<file path="src/rtl/clapper_pkg.sv">
// Shared types and constants for the clapper light controller.
package clapper_pkg;

    typedef enum logic [1:0] {
        IDLE,
        COLLECT,
        DECODE,
        CLEAR
    } state_t;

    typedef enum logic [1:0] {
        CMD_REJECT = 2'd0,
        CMD_TOGGLE = 2'd1,
        CMD_ON     = 2'd2,
        CMD_OFF    = 2'd3
    } cmd_t;

    localparam logic [3:0] TOGGLE_CLAPS = 4'd2;
    localparam logic [3:0] ON_CLAPS     = 4'd3;
    localparam logic [3:0] OFF_CLAPS    = 4'd4;

    function automatic cmd_t decode_claps(input logic [3:0] n);
        cmd_t c;
        unique case (1'b1)
            (n == TOGGLE_CLAPS): c = CMD_TOGGLE;
            (n == ON_CLAPS):     c = CMD_ON;
            (n == OFF_CLAPS):    c = CMD_OFF;
            default:             c = CMD_REJECT;
        endcase
        return c;
    endfunction

endpackage

</file>
<file path="src/rtl/clap_window_timer.sv">
// Saturating up-counter; tc is high once the count has reached TERM.
module clap_window_timer #(
    parameter int W    = 8,
    parameter int TERM = 1
) (
    input  logic clk,
    input  logic rst,
    input  logic clr,
    input  logic en,
    output logic tc
);

    logic [W-1:0] count;

    always_ff @(posedge clk or posedge rst) begin
        if (rst) begin
            count <= '0;
        end else if (clr) begin
            count <= '0;
        end else if (en && count != '1) begin
            count <= count + 1'b1;
        end
    end

    assign tc = (count >= W'(TERM));

endmodule

</file>
<file path="src/rtl/clap_command_decoder.sv">
// Ends a clap burst on quiet gap or window cap, decodes it and clears the counter.
module clap_command_decoder
    import clapper_pkg::*;
#(
    parameter int SETTLE_CYCLES     = 25_000_000,
    parameter int MAX_WINDOW_CYCLES = 100_000_000,
    parameter int CLR_CYCLES        = 2
) (
    input  logic       clk,
    input  logic       rst,
    input  logic [3:0] clapCount,
    output logic       counterClr,
    output logic       cmdValid,
    output logic [1:0] cmdCode,
    output logic       lightOn,
    output logic       busy
);

    localparam int TW = $clog2(MAX_WINDOW_CYCLES);
    localparam int CW = $clog2(CLR_CYCLES + 1);

    state_t        state;
    logic [3:0]    last_count;
    logic [CW-1:0] clr_cnt;
    logic          change;
    logic          quiet_tc;
    logic          win_tc;
    logic          in_idle;
    logic          in_collect;
    cmd_t          dec_cmd;

    assign change     = (clapCount != last_count);
    assign in_idle    = (state == IDLE);
    assign in_collect = (state == COLLECT);
    assign dec_cmd    = decode_claps(clapCount);
    assign busy       = !in_idle;

    // Terminals sit two below the cycle counts: one cycle is spent in the
    // clear that starts the count, one in the transition to DECODE.
    clap_window_timer #(
        .W    (TW),
        .TERM (SETTLE_CYCLES - 2)
    ) u_quiet (
        .clk (clk),
        .rst (rst),
        .clr (in_idle || change),
        .en  (in_collect),
        .tc  (quiet_tc)
    );

    clap_window_timer #(
        .W    (TW),
        .TERM (MAX_WINDOW_CYCLES - 2)
    ) u_window (
        .clk (clk),
        .rst (rst),
        .clr (in_idle),
        .en  (in_collect),
        .tc  (win_tc)
    );

    always_ff @(posedge clk or posedge rst) begin
        if (rst) begin
            state      <= IDLE;
            last_count <= 4'd0;
            clr_cnt    <= '0;
            counterClr <= 1'b0;
            cmdValid   <= 1'b0;
            cmdCode    <= CMD_REJECT;
            lightOn    <= 1'b0;
        end else begin
            last_count <= clapCount;
            cmdValid   <= 1'b0;
            unique case (state)
                IDLE: begin
                    if (change) state <= COLLECT;
                end
                COLLECT: begin
                    if ((quiet_tc && !change) || win_tc) state <= DECODE;
                end
                DECODE: begin
                    cmdValid   <= 1'b1;
                    cmdCode    <= dec_cmd;
                    counterClr <= 1'b1;
                    clr_cnt    <= '0;
                    state      <= CLEAR;
                    unique case (dec_cmd)
                        CMD_TOGGLE: lightOn <= !lightOn;
                        CMD_ON:     lightOn <= 1'b1;
                        CMD_OFF:    lightOn <= 1'b0;
                        default:    lightOn <= lightOn;
                    endcase
                end
                CLEAR: begin
                    if (clr_cnt >= CW'(CLR_CYCLES - 1) && clapCount == 4'd0) begin
                        counterClr <= 1'b0;
                        state      <= IDLE;
                    end else if (clr_cnt != '1) begin
                        clr_cnt <= clr_cnt + 1'b1;
                    end
                end
                default: state <= IDLE;
            endcase
        end
    end

endmodule
</file>
<file path="config.mk">
export PLATFORM = sky130hd
export DESIGN_NAME = clap_command_decoder
export DESIGN_NICKNAME = d
export VERILOG_FILES = /design/src/rtl/clapper_pkg.sv /design/src/rtl/clap_window_timer.sv /design/src/rtl/clap_command_decoder.sv
export SDC_FILE = /design/constraint.sdc
export NUM_CORES = 1
export LEC_CHECK = 0
export CAP_MARGIN = 20
export CORE_ASPECT_RATIO = 1.5
export CORE_MARGIN = 2
export CORE_UTILIZATION = 57
export DETAILED_ROUTE_END_ITERATION = 16
export PLACE_DENSITY = 0.75
export SLEW_MARGIN = 5
export SYNTH_ARGS = -nofsm -noshare
export SYNTH_HDL_FRONTEND = slang
export SYNTH_HIERARCHICAL = 1
export SYNTH_SLANG_ARGS = --single-unit
</file>
<file path="constraint.sdc">
create_clock -name clk -period 2.86 [get_ports clk]
set_input_delay 0.572 -clock clk [delete_from_list [all_inputs] [get_ports clk]]
set_output_delay 0.572 -clock clk [all_outputs]
set_load 0.01 [all_outputs]
</file>
Word level (Yosys, flattened, before mapping). Cells that the tools add are included.

Add/subtract/negate cells: 3. $mul: 0. Div/mod/pow operators: 0. Magnitude comparators: 3. Equal/unequal tests: 18. Shifts and indexed selects: 0. Multiplexer cells: 16. Bitwise logic cells: 0. Reduce and logical (&&, ||, !) cells: 19.

Operators with widths (count): $mux W27 (4); $add A27 B1 Y27 const B (2); $ne A27 B27 Y1 const B (2); $ge A27 B25 Y1 const B (1); $ge A27 B27 Y1 const B (1); $ne A2 B2 Y1 const B (6); $mux W2 (5); $eq A2 B2 Y1 const B (4); $eq A4 B2 Y1 const B (2); $pmux W2 S4 (1); $pmux W2 S3 (1); $reduce_and A3 Y1 (2); $reduce_bool A2 Y1 (3); $eq A2 B1 Y1 const B (2); $eq A4 B3 Y1 const B (1); $logic_and A1 B1 Y1 (4); $logic_not A4 Y1 (1); $ne A4 B4 Y1 (1); $pmux W2 S2 (1); $reduce_and A2 Y1 (2); $logic_not A1 Y1 (3); $pmux W1 S3 (1); $reduce_bool A3 Y1 (1); $add A2 B1 Y2 const B (1); other kinds (5) (7).

Register bits: 67. Latch bits: 0. Memory bits (writable): 0. Bits in read-only memories: 0. Bits of input ports: 6. Word-level logic and storage cells: 68. Memories: 0.

Depth between registers and ports, before layout.
Depth in word-level cells: 6. Depth in mapped cells: 11. Depth with buffers taken out: 11.

By module. Netlist, hierarchy kept.

By module, submodules not included: clap_window_timer (u_window) (instances 1, cells each 174, area an instance 1651.6 um^2); clap_window_timer (u_quiet) (instances 1, cells each 177, area an instance 1630.3 um^2); clap_command_decoder (instances 1, cells each 74, area an instance 772.0 um^2).

Worst setup path before layout. Ideal clock, no wire load.

Path type: register -> register. From: register state[1]. To: register u_window.count[16]. Arrival time: 1.955 ns. Required time: 2.782 ns. Path slack: 0.827 ns. Cell stages (with the launch flop): 8. Buffers on the path: 0. Cells stage by stage: dfrtp_1 inv_1 ha_1 nand2_1 nor3_2 o31ai_4 or4_1 a21oi_1.

Word-level cells in the longest chain between the ends: 3. Elaborated cells between the ends (all ways): 5.

Ends and longest elaborated chain: from (decl) (line clap_command_decoder.sv:22) `state_t state;`; from (signal assigned) (line clap_command_decoder.sv:64) `state <= IDLE;`; from (signal assigned) (line clap_command_decoder.sv:76) `if (change) state <= COLLECT;`; from (signal assigned) (line clap_command_decoder.sv:79) `if ((quiet_tc && !change) || win_tc) state <= DECODE;`; $eq A2 B1 Y1 (line clap_command_decoder.sv:34) `assign in_collect = (state == COLLECT);`; net in_collect (line clap_command_decoder.sv:29) `logic in_collect;`; $logic_and A1 B1 Y1 (line clap_window_timer.sv:20) `end else if (en && count != '1) begin`; $reduce_bool A2 Y1 (no line); to (signal assigned) (line clap_window_timer.sv:21) `count <= count + 1'b1;`; to (decl) (line clap_window_timer.sv:13) `logic [W-1:0] count;`.

The timed path passes the listed nets, and every way through them passes these cells. A chain may end at the register's enable or synchronous reset.

Final worst setup path.
From: register u_window.count[11]. To: register state[0].

Word-level cells in the longest chain between the ends: 4.

Ends and longest elaborated chain: $ge A27 B27 Y1 (line clap_window_timer.sv:25) `assign tc = (count >= W'(TERM));`; net win_tc (line clap_command_decoder.sv:27) `logic win_tc;`; $logic_or A1 B1 Y1 (line clap_command_decoder.sv:79); $ne A2 B2 Y1 (no line); $reduce_and A3 Y1 (no line); to (signal assigned) (line clap_command_decoder.sv:76); to (signal assigned) (line clap_command_decoder.sv:79); to (signal assigned) (line clap_command_decoder.sv:86) `state <= CLEAR;`.

The timed path passes the listed nets, and every way through them passes these cells.

==> results.sh <==
export IMPL_skew_ns=0.00647
export IMPL_antenna_found_initial=0
export IMPL_min_from="cmdCode[1]"
export IMPL_seq_area_frac_synth_pct=41.4
export IMPL_worstPathArrival_ns=2.60
export IMPL_grt_pass1_wl_microns=14800
export IMPL_fin_area_sq_mm=0.00446
export IMPL_overflow=0
export IMPL_cts_buffers_inserted=9
export IMPL_worstSetupStartpointType="flip-flop"
export IMPL_rr_worst_depth=9
export IMPL_n_fill_cell=568
export IMPL_hold_end="cmdCode[1]"
export IMPL_clkTransAtPathRegs_ns=0.07
export IMPL_fmax_mhz=423
export IMPL_whs_path_depth=1
export IMPL_dieHeight_microns=107
export IMPL_synth_area_sq_mm=0.00405
export IMPL_hold_path_class="reg -> reg"
export IMPL_dr_pass1_iters=5
export IMPL_leakage_nw=1.83
export IMPL_fin_tns_setup_ns=0
export IMPL_drive_gt1_share_pct=11.4
export IMPL_worstReg2RegStart="u_window/count[11]"
export IMPL_crit_path_end_kind="flip-flop"
export IMPL_path_class="reg -> reg"
export IMPL_path_max_fanout=6
export IMPL_yosysWarnings=6
export IMPL_final_hold_viol_count=0
export IMPL_min_period_over_period_pct=82.7
export IMPL_synth_top_cells_by_area="dfrtp_1 (41%), nor2_1 (4.8%), xor2_1 (3.9%)"
export IMPL_grt_util_all_layers_pct=23.9
export IMPL_synth_nets=441
export IMPL_setup_viol=0
export IMPL_synthCells=425
export IMPL_synth_edf_count=0
export IMPL_cts_hold_buf=0
export IMPL_die_x_microns=72.9
export IMPL_yosysMostFrequentCell="dfrtp_1"
export IMPL_reg2reg_to="state[0]"
export IMPL_yosys_area_top_type="dfrtp_1"
export IMPL_core_sq_mm=0.00690
export IMPL_drc=0
export IMPL_numClockSinks=67
export IMPL_synth_cell_types=68
export IMPL_gp_congestion=0.861
export IMPL_report_final_slew_viol_count=0
export IMPL_n_antenna_cell=0
export IMPL_placed_area_sq_mm=0.00427
export IMPL_grt_max_degree=33
export IMPL_peakVddDrop_v=0.000367
export IMPL_p_per_area_mw_per_mm2=576
export IMPL_rsz0062_at_grt="no"
export IMPL_avgSynthCellArea_sq_um=9.54
export IMPL_cts_resized=0
export IMPL_synth_ff_type="dfrtp_1"
export IMPL_cts_tree="built"
export IMPL_port_buffers=11
export IMPL_routed_wl_microns=8390
export IMPL_post_cts_buffers=0
export IMPL_outcome="finished clean"
export IMPL_grt_pass1_vias=3328
export IMPL_critPathRequiredTime_ns=3.09
export IMPL_cts_max_path_buffers=2
export IMPL_r2r_slack_ns=0.49
export IMPL_drtIter0Drc=141
export IMPL_async_flop_share_pct=100
export IMPL_htree_levels=3
export IMPL_synth_seq_cells=67
export IMPL_start_util_pct=58.8
export IMPL_viasPerCell=6.17
export IMPL_ios=12
export IMPL_wl_per_cell_microns=16.0
export IMPL_dieArea_sq_mm=0.00782
export IMPL_ant_nets=0
export IMPL_vias=3245
export IMPL_maxSlewHeadroom_pct=48.3
export IMPL_dp_hpwl_microns=6010
export IMPL_tightest_slew_ns=0.769
export IMPL_cts_root_buf="clkbuf_8"
export IMPL_period_needed_ns=2.37
export IMPL_ys_top_cells_by_count="dfrtp_1 (67), nor2_1 (52), nand2_1 (29)"
export IMPL_final_nets=460
export IMPL_cap_violations=0
export IMPL_worstSkewPairLatency_ns=0.34
export IMPL_syn_to_final_growth_pct=10.0
export IMPL_yosysTopAreaCellShare_pct=41.4
export IMPL_row_count=37
==> worst max-delay path, stage by stage, from the launching register on <==
cell,delay (ns)
dfrtp_1,0.44
nor4_1,0.41
nand2_1,0.09
o221ai_1,0.23
a21oi_1,0.12
o21a_1,0.17
nor2b_1,0.25
and2_1,0.17
a211oi_1,0.06
a311oi_1,0.31
==> state kept, by name, indices dropped and copies added, names as in the netlist <==
signal          flops
clr_cnt             2
last_count          4
cmdValid            1
counterClr          1
lightOn             1
cmdCode             2
u_quiet/count      27
state               2
u_window/count     27
==> worst max path at each step <==
stage	from	to	slack (ns)	cells past startpoint
floorplan	state[1]	u_window/count[16]	0.83	7
global placement	clapCount[0]	u_quiet/count[15]	0.53	7
detailed placement	clapCount[0]	u_quiet/count[15]	0.46	7
CTS	state[0]	busy	0.51	4
global route	u_window/count[11]	state[0]	0.27	9
finish	u_window/count[11]	state[0]	0.49	9
==> per-layer routing <==
| metal | up-vias | track usage (%) | routed length (microns) |
|---|---|---|---|
| met4 | 0 | 12.0 | 140 |
| met1 | 1596 | 26.7 | 3490 |
| met3 | 13 | 3.65 | 202 |
| met2 | 41 | 43.1 | 4560 |
| met5 | - | 0 | 0 |
| li1 | 1595 | - | - |
==> layout make-up <==
cell class	instances	area (sq um)	share of cell area (%)
Multi-Input combinational cell	329	2240	50.2
Sequential cell	67	1680	37.6
Timing Repair Buffer	20	190	4.26
Clock buffer	13	159	3.56
Tap cell	78	97.6	2.19
Inverter	17	63.8	1.43
Clock inverter	2	35.0	0.785
==> power breakdown <==
group          internal (mW)  switching (mW)
clock                  0.445           0.338
sequential              1.03          0.0819
combinational          0.292           0.377
total                   1.77           0.797
==> kinds of logic after synthesis <==
logic type | after synthesis | share of synthesized area (%)
fa+ha+maj | 10 | 3.09
xor+xnor | 33 | 7.31
flops | 67 | 41.4
buf+inv | 29 | 3.43
compound gates | 91 | 16.0
mux | 6 | 1.57
simple gates | 189 | 27.2
==> placed cells by master (no fill, tap or decap), types with 14 or more instances in the layout <==
cell type | netlist | layout
xnor2_1 | 14 | 14
a21oi_1 | 23 | 23
o21ai_0 | 16 | 16
nand3_1 | 21 | 21
xor2_1 | 18 | 18
inv_1 | 17 | 17
nor2_1 | 52 | 52
dfrtp_1 | 67 | 67
nand2_1 | 29 | 29
==> stage by stage <==
| stage | power [mW] | hold slack (ns) | cells | setup slack [ns] | utilization [%] |
|---|---|---|---|---|---|
| floorplan | 1.58 | 0.449 | 425 | 0.827 | - |
| global placement | 1.78 | 0.476 | 511 | 0.529 | 61.9 |
| detailed placement | 1.81 | 0.483 | 511 | 0.464 | 61.9 |
| CTS | 2.60 | 0.502 | 526 | 0.507 | 64.7 |
| global route | 2.71 | 0.542 | 526 | 0.272 | 64.7 |
| finish | 2.57 | 0.501 | 526 | 0.495 | 64.7 |
Note: power is estimated with default switching activity, not from simulation.
